`src/rtl/i2c_types_pkg.sv`:
```
// rtl/i2c_types_pkg.sv - shared I2C types: transfer direction and target FSM states
`timescale 1ns/1ps
package i2c_types_pkg;

    localparam logic I2C_RW_READ = 1'b1;

    typedef enum logic {
        I2C_OP_WRITE = 1'b0,
        I2C_OP_READ  = I2C_RW_READ
    } i2c_op_t;

    typedef enum logic [2:0] {
        S_IDLE,
        S_ADDR,
        S_ADDR_ACK,
        S_WR_DATA,
        S_WR_ACK,
        S_RD_DATA,
        S_RD_ACK,
        S_IGNORE
    } i2c_slv_state_t;

endpackage

```
`src/rtl/i2c_bus_sync.sv`:
```
// rtl/i2c_bus_sync.sv - SCL/SDA synchronizer with edge and START/STOP detection
`timescale 1ns/1ps
module i2c_bus_sync #(
    parameter int SYNC_STAGES = 2
) (
    input  logic clk_i,
    input  logic rst_i,
    input  logic scl_i,
    input  logic sda_i,
    output logic scl_rise,
    output logic scl_fall,
    output logic start_det,
    output logic stop_det,
    output logic sda_s
);

    logic [SYNC_STAGES-1:0] scl_sr;
    logic [SYNC_STAGES-1:0] sda_sr;
    logic                   scl_s;
    logic                   scl_d;
    logic                   sda_d;

    // Flops reset to the idle-bus level so leaving reset never fakes an edge
    always_ff @(posedge clk_i) begin
        if (!rst_i) begin
            scl_sr <= '1;
            sda_sr <= '1;
            scl_d  <= 1'b1;
            sda_d  <= 1'b1;
        end else begin
            scl_sr <= {scl_sr[SYNC_STAGES-2:0], scl_i};
            sda_sr <= {sda_sr[SYNC_STAGES-2:0], sda_i};
            scl_d  <= scl_s;
            sda_d  <= sda_s;
        end
    end

    assign scl_s     = scl_sr[SYNC_STAGES-1];
    assign sda_s     = sda_sr[SYNC_STAGES-1];
    assign scl_rise  = scl_s & ~scl_d;
    assign scl_fall  = ~scl_s & scl_d;
    assign start_det = scl_s & sda_d & ~sda_s;
    assign stop_det  = scl_s & ~sda_d & sda_s;

endmodule

```
`src/rtl/i2c_slave_responder.sv`:
```
// rtl/i2c_slave_responder.sv - I2C target: fixed-address match, write sink and read source
`timescale 1ns/1ps
module i2c_slave_responder
    import i2c_types_pkg::*;
#(
    parameter int                        I2C_ADDR_WIDTH = 7,
    parameter int                        I2C_DATA_WIDTH = 8,
    parameter logic [I2C_ADDR_WIDTH-1:0] SLAVE_ADDR     = 7'h22,
    parameter int                        SYNC_STAGES    = 2
) (
    input  logic                      clk_i,
    input  logic                      rst_i,
    input  logic                      scl_i,
    input  logic                      sda_i,
    output logic                      sda_o,
    output logic [I2C_DATA_WIDTH-1:0] rx_data_o,
    output logic                      rx_valid_o,
    output logic                      tx_req_o,
    input  logic [I2C_DATA_WIDTH-1:0] tx_data_i,
    output logic                      op_o,
    output logic                      busy_o,
    output logic                      stop_o
);

    localparam int DW = I2C_DATA_WIDTH;

    logic scl_rise, scl_fall, start_det, stop_det, sda_s;

    i2c_bus_sync #(.SYNC_STAGES(SYNC_STAGES)) u_sync (
        .clk_i     (clk_i),
        .rst_i     (rst_i),
        .scl_i     (scl_i),
        .sda_i     (sda_i),
        .scl_rise  (scl_rise),
        .scl_fall  (scl_fall),
        .start_det (start_det),
        .stop_det  (stop_det),
        .sda_s     (sda_s)
    );

    i2c_slv_state_t state, state_n;
    i2c_op_t        op, op_n;
    logic [2:0]     bit_cnt, bit_cnt_n;
    logic [DW-1:0]  shreg, shreg_n, rx_data, rx_data_n, shift_in;
    logic           sda_drv, sda_drv_n, rx_pend, rx_pend_n, rx_valid, rx_valid_n;
    logic           tx_req, tx_req_n, busy, busy_n, stop_p, stop_n;

    assign shift_in = {shreg[DW-2:0], sda_s};

    always_ff @(posedge clk_i) begin
        if (!rst_i) begin
            state    <= S_IDLE;
            op       <= I2C_OP_WRITE;
            bit_cnt  <= '0;
            shreg    <= '0;
            rx_data  <= '0;
            sda_drv  <= 1'b1;
            rx_pend  <= 1'b0;
            rx_valid <= 1'b0;
            tx_req   <= 1'b0;
            busy     <= 1'b0;
            stop_p   <= 1'b0;
        end else begin
            state    <= state_n;
            op       <= op_n;
            bit_cnt  <= bit_cnt_n;
            shreg    <= shreg_n;
            rx_data  <= rx_data_n;
            sda_drv  <= sda_drv_n;
            rx_pend  <= rx_pend_n;
            rx_valid <= rx_valid_n;
            tx_req   <= tx_req_n;
            busy     <= busy_n;
            stop_p   <= stop_n;
        end
    end

    // In the ACK states sda_drv doubles as the phase flag: 1 = ACK not yet driven
    always_comb begin
        state_n    = state;
        op_n       = op;
        bit_cnt_n  = bit_cnt;
        shreg_n    = shreg;
        rx_data_n  = rx_data;
        sda_drv_n  = sda_drv;
        busy_n     = busy;
        rx_pend_n  = 1'b0;
        rx_valid_n = rx_pend;
        tx_req_n   = 1'b0;
        stop_n     = 1'b0;
        if (stop_det) begin
            state_n   = S_IDLE;
            sda_drv_n = 1'b1;
            busy_n    = 1'b0;
            stop_n    = 1'b1;
            bit_cnt_n = '0;
        end else if (start_det) begin
            state_n   = S_ADDR;
            sda_drv_n = 1'b1;
            busy_n    = 1'b0;
            bit_cnt_n = '0;
            shreg_n   = '0;
        end else begin
            unique case (state)
                S_IDLE: ;
                S_ADDR: begin
                    if (scl_rise) begin
                        shreg_n   = shift_in;
                        bit_cnt_n = bit_cnt + 3'd1;
                        if (bit_cnt == 3'd7) begin
                            if (shreg[I2C_ADDR_WIDTH-1:0] == SLAVE_ADDR) begin
                                state_n = S_ADDR_ACK;
                                op_n    = i2c_op_t'(sda_s);
                                busy_n  = 1'b1;
                            end else begin
                                state_n = S_IGNORE;
                            end
                        end
                    end
                end
                S_ADDR_ACK: begin
                    if (scl_rise && !sda_drv && op == I2C_OP_READ)
                        tx_req_n = 1'b1;
                    if (scl_fall) begin
                        if (sda_drv) begin
                            sda_drv_n = 1'b0;
                        end else if (op == I2C_OP_READ) begin
                            sda_drv_n = tx_data_i[DW-1];
                            shreg_n   = {tx_data_i[DW-2:0], 1'b0};
                            state_n   = S_RD_DATA;
                        end else begin
                            sda_drv_n = 1'b1;
                            state_n   = S_WR_DATA;
                        end
                    end
                end
                S_WR_DATA: begin
                    if (scl_rise) begin
                        shreg_n   = shift_in;
                        bit_cnt_n = bit_cnt + 3'd1;
                        if (bit_cnt == 3'd7) begin
                            rx_data_n = shift_in;
                            rx_pend_n = 1'b1;
                            state_n   = S_WR_ACK;
                        end
                    end
                end
                S_WR_ACK: begin
                    if (scl_fall) begin
                        if (sda_drv) begin
                            sda_drv_n = 1'b0;
                        end else begin
                            sda_drv_n = 1'b1;
                            state_n   = S_WR_DATA;
                        end
                    end
                end
                S_RD_DATA: begin
                    // bit_cnt counts rises; the fall after it wraps to 0 ends the byte
                    if (scl_rise) begin
                        bit_cnt_n = bit_cnt + 3'd1;
                    end else if (scl_fall) begin
                        if (bit_cnt == 3'd0) begin
                            sda_drv_n = 1'b1;
                            state_n   = S_RD_ACK;
                        end else begin
                            sda_drv_n = shreg[DW-1];
                            shreg_n   = {shreg[DW-2:0], 1'b0};
                        end
                    end
                end
                S_RD_ACK: begin
                    if (scl_rise) begin
                        if (sda_s) begin
                            busy_n  = 1'b0;
                            state_n = S_IGNORE;
                        end else begin
                            tx_req_n = 1'b1;
                        end
                    end else if (scl_fall) begin
                        sda_drv_n = tx_data_i[DW-1];
                        shreg_n   = {tx_data_i[DW-2:0], 1'b0};
                        bit_cnt_n = '0;
                        state_n   = S_RD_DATA;
                    end
                end
                S_IGNORE: sda_drv_n = 1'b1;
                default:  state_n = S_IDLE;
            endcase
        end
    end

    assign sda_o      = sda_drv;
    assign rx_data_o  = rx_data;
    assign rx_valid_o = rx_valid;
    assign tx_req_o   = tx_req;
    assign op_o       = op;
    assign busy_o     = busy;
    assign stop_o     = stop_p;

endmodule
```
`config.mk`:
```
export PLATFORM = sky130hd
export DESIGN_NAME = i2c_slave_responder
export DESIGN_NICKNAME = d
export VERILOG_FILES = /design/src/rtl/i2c_types_pkg.sv /design/src/rtl/i2c_bus_sync.sv /design/src/rtl/i2c_slave_responder.sv
export SDC_FILE = /design/constraint.sdc
export NUM_CORES = 1
export LEC_CHECK = 0
export ABC_AREA = 1
export ABC_CLOCK_PERIOD_IN_PS = 2050
export CAP_MARGIN = 10
export CORE_UTILIZATION = 50
export CTS_CLUSTER_DIAMETER = 100
export DETAILED_ROUTE_END_ITERATION = 8
export HOLD_SLACK_MARGIN = 0.08
export PLACE_DENSITY = 0.77
export SLEW_MARGIN = 20
export SYNTH_ARGS = -nofsm -noshare
export SYNTH_HDL_FRONTEND = slang
export SYNTH_SLANG_ARGS = --single-unit
export TNS_END_PERCENT = 30
```
`constraint.sdc`:
```
create_clock -name clk_i -period 2.05 [get_ports clk_i]
set_clock_uncertainty 0.05 [all_clocks]
set_input_delay 0.615 -clock clk_i [delete_from_list [all_inputs] [get_ports clk_i]]
set_output_delay 0.615 -clock clk_i [all_outputs]
set_load 0.01 [all_outputs]
```
# == Word level (Yosys, flattened, before mapping) ==
# Index checks and enable logic that the tools add are counted.
# op_classes
n_bitwise,15
n_addsub,1
mux,56
n_reduce_logical,23
eq_ne,46
# op_table
cell,count
2-to-1 mux 8 bit,10
2-to-1 mux 3 bit,19
"inequality test 3 bit, second input constant",16
case mux 8 bit (4 select lines),1
"inequality test 2 bit, second input constant",15
AND reduction 14 bit,2
2-to-1 mux 1 bit,21
case mux 3 bit (6 select lines),1
"equality test 3 bit, second input constant",5
AND reduction 6 bit,2
AND reduction 11 bit,1
nonzero test 5 bit,2
inverter 1 bit,9
"equality test 7 x 6 -> 1 bit, second input constant",1
AND reduction 7 bit,1
nonzero test 7 bit,1
AND 1 bit,6
"equality test 3 x 2 -> 1 bit, second input constant",2
case mux 3 bit (2 select lines),1
nonzero test 6 bit,1
OR reduction 3 bit,2
case mux 1 bit (5 select lines),1
AND reduction 5 bit,1
OR reduction 5 bit,1
14 further kinds,19
# totals
output_inout_bits,14
input_bits,12
word_cells,157
reg_bits,35

# == Logic depth before layout (Yosys ltp) ==
# depth
ltp_word,6
mapped_depth,11
mapped_depth_nobuf,11

# == By module ==
# Synthesis repeated with hierarchy kept, for this count alone.
# hier_totals
hier_cells,337
hier_area_um2,2169.6
# by_module_without_submodules
module,area_each_um2,instances,cells_each,seq_area_each_um2
i2c_slave_responder,1975.6,1,312,580.6
i2c_bus_sync,193.9,1,25,120.1

# == Worst setup path after synthesis ==
# Ideal clock, no wire load.
# synth_timing
path_kind,register -> register
startpoint,reg u_sync.scl_d
endpoint,reg shreg[0]
required_time_ns,1.885
stages_incl_launch_ff,12
setup_slack_ns,0.542
arrival_ns,1.343
synth_period_minus_slack_ns,1.508
cell_sequence,dfxtp_1 inv_1 ha_1 inv_1 nor2_1 nor2_1 nand3_1 nand2_1 buf_2 nand3_1 nand2_1 nor2_1
# synth_between
elab_chain_len,4
word_cells_on_any_way,10
# synth_lines
element,line,rtl
"start, declared",i2c_bus_sync.sv:20,logic scl_d;
"start signal, assigned",i2c_bus_sync.sv:33,scl_d <= scl_s;
inverter 1 bit,i2c_bus_sync.sv:40,assign scl_rise = scl_s & ~scl_d;
AND 1 bit,i2c_bus_sync.sv:40,
inequality test 3 bit (no source line) or inequality test 3 x 1 -> 1 bit (tied branches),-,
AND reduction 11 bit (no source line) *,-,
"end signal, assigned",i2c_slave_responder.sv:67,shreg <= shreg_n;
"end, declared",i2c_slave_responder.sv:44,"logic [DW-1:0] shreg, shreg_n, rx_data, rx_data_n, shift_in;"
# Mark *: on every way between the ends. The rest lies on a longest branch, timed or not.
# A chain may end at the register's enable or synchronous reset.

# == Worst setup path after layout ==
# layout_timing
startpoint,reg op (netlist: op_o)
endpoint,out op_o
# layout_lines
element,line,rtl
"start, declared",i2c_slave_responder.sv:42,"i2c_op_t op, op_n;"
"start signal, assigned",i2c_slave_responder.sv:65,op <= op_n;
"end, declared",i2c_slave_responder.sv:20,"output logic op_o,"
# No word-level cell between the ends.

==> flow_summary.yaml <==
clock_network:
  clk_pin_slew_ns: 0.07
  cts_resized: 0
  insertion_delay_ns: 0.30
  ctsHtreeMaxLevel: 2
  cts_buffers: 5
  cts_tree: "done"
  cts_buffer_depth: 2
  cts.root.buffer_cell: "clkbuf_8"
  cts-hold-fix-buffers: 0
  clock_sinks: 35
  post-cts-setup-buffers: 0
placed_design:
  numPortBuffers: 25
  hpwl_mm: 3.43
  gp_congestion: 0.915
  pre_cts_slack_ns: 0.0761
route:
  routedWlPerCell_um: 12.2
  ant_nets: 0
  via_count: 1957
  routed_wl_mm: 4.62
  dr.pass1.iters: 4
  first_iter_violations: 143
  via_per_inst: 5.16
  drc: 0
yosys:
  yosysTopAreaCell: "dfxtp_1"
  synth_xor_area_frac: 0
  synth_ff_type: "dfxtp_1"
  synthAdderAreaFrac: 0.0326
  synthMuxAreaShare: 0
  netlist_area_um2: 1920
  ys_ff_latch: 35
  synth_top_family_by_area: "simple AND/OR/NAND/NOR gates"
  synth_area_leaders: "dfxtp_1 (37%), nand2_1 (12%), nor2_1 (12%)"
  synth_edf_count: 0
  synth-compound-area-share: 0.137
  postSynth.asyncResetShare: 0
  avgSynthCellArea_um2: 6.52
  seq_area_frac_synth: 0.365
  yosysUniqueCellTypes: 26
  synthesis.nets: 311
  synth_top_area_share: 0.365
  yosysMostFrequentCell: "nand2_1"
  yosysWarnings: 0
  synth_cells: 294
  ys_top_cells_by_count: "nand2_1 (60), nor2_1 (59), dfxtp_1 (35)"
  yosys.area_share.simple: 0.366
worst_hold_path:
  hp-start: "u_sync.scl_sr[0]"
  min_path_cells: 1
  hold_end: "u_sync.scl_sr[1]"
  hold_path_class: "reg -> reg"
critical_path:
  cp.arrival_ns: 1.29
  cp_num_buf_inv: 1
  r2r_end: "shreg[7]"
  cp_cell_sequence: "clkdlybuf4s50_1"
  r2r_slack_ns: 0.31
  crit_family: "buffers and inverters"
  crit_slowest_cell: "clkdlybuf4s50_1"
  crit_path_start_kind: "register"
  cp_max_fo: 4
  end_kind: "output port"
  worstSetupPathType: "reg -> out"
  required_ns: 1.38
  r2r.worst_path.cells: 9
  r2r_start: "state[1]"
  critical-path-max-stage-delay_ns: 0.57
outcome:
  status: "finished, final reports clean"
sta:
  report.final.slew_viol_count: 0
  slew_headroom: 0.731
  worstMarginPinSlew_ns: 0.403
  setup_viol: 0
  tns_ns: 0
  fin_crit_ns: 1.95
  post-route-period-util: 0.953
  setup_ws_ns: 0.0960
  rsz0062_at_grt: "false"
  hold_viol: 0
  fmax_ghz: 0.512
global_routing:
  grt_pass1_wl_mm: 7.73
  grt_pass1_vias: 1728
  gr-usage-all-layers: 0.247
  grt_max_degree: 21
  antenna_found_initial: 0
  gr-total-overflow: 0
final_layout:
  layout-drive-gt1-share: 0.121
  diodes: 0
  area.growth.synth_to_final_pct: 22.8
  nets: 347
floorplan:
  die_area_um2: 4090
  coreArea_um2: 3660
  pin_count: 26
  initial_core_util: 0.524
  die_h_um: 63.9
  die_w_um: 63.9
  num_rows: 22
pwr:
  p_leak_nw: 1.09
  powerDensity_nw_per_um2: 1150
  ir_drop_uv: 520
  power_mw: 2.70
job:
  drv_cap: 0
[registers in the layout (all words and copies together) (netlist names)]
register,flops
u_sync.scl_d,1
u_sync.sda_sr,2
state,3
op_o,1
sda_o,1
u_sync.scl_sr,2
rx_pend,1
shreg,8
busy_o,1
u_sync.sda_d,1
bit_cnt,3
rx_data_o,8
rx_valid_o,1
stop_o,1
tx_req_o,1
[through the flow]
| step | utilization | instances | instance area, µm² | hold slack, ns |
|---|---|---|---|---|
| 2_1_floorplan | - | 294 | 1920 | 0.340 |
| 3_3_place_gp | 0.620 | 371 | 2270 | 0.344 |
| 3_5_place_dp | 0.620 | 371 | 2270 | 0.354 |
| 4_1_cts | 0.644 | 379 | 2360 | 0.372 |
| 5_1_grt | 0.644 | 379 | 2360 | 0.378 |
| 6_report | 0.644 | 379 | 2360 | 0.368 |
[layout by cell type, fill, tap and decap left out, drive strengths merged, types with 6 or more instances in the layout]
cell type / Yosys / layout
dfxtp: 35 / 35
nand2: 63 / 63
buf: 8 / 14
o21ai: 15 / 15
clkdlybuf4s50: 0 / 25
a21oi: 18 / 18
clkbuf: 2 / 6
nor2: 60 / 60
nand4: 6 / 6
inv: 34 / 34
o211ai: 6 / 6
nand3: 26 / 26
[cell type report]
cell class	instances	area, µm²
Clock buffer	6	72.6
Tap cell	48	60.1
Multi-Input combinational cell	215	1030
Clock inverter	2	12.5
Inverter	34	128
Fill cell	355	1310
Timing Repair Buffer	39	355
Sequential cell	35	701
[power by group]
part           switching (mW)  internal (mW)
clock                   0.266          0.237
combinational           0.795          0.510
sequential              0.109          0.781
[metal layers]
layer	GRT usage	share of wire
met1	0.337	0.49
met5	0	0
met2	0.372	0.42
met3	0.0589	0.071
met4	0.0994	0.018
[how the worst max path moves through the flow]
stage / from / to / slack, ns / depth (start not counted)
finish: op_o / op_o / 0.1 / 1
floorplan: u_sync.scl_d / shreg[0] / 0.54 / 11
CTS: op_o / op_o / 0.09 / 1
global placement: rst_i / bit_cnt[1] / 0.12 / 7
global route: sda_o / sda_o / 0.05 / 1
detailed placement: rst_i / bit_cnt[2] / 0.08 / 7
[kinds of logic (layout without fill, tap and decap cells)]
family / Yosys count / after routing
flops: 35 / 35
compound gates: 46 / 46
simple gates: 164 / 164
buf+inv: 44 / 81
fa+ha+maj: 5 / 5
Power figures use the tool's default switching activity.
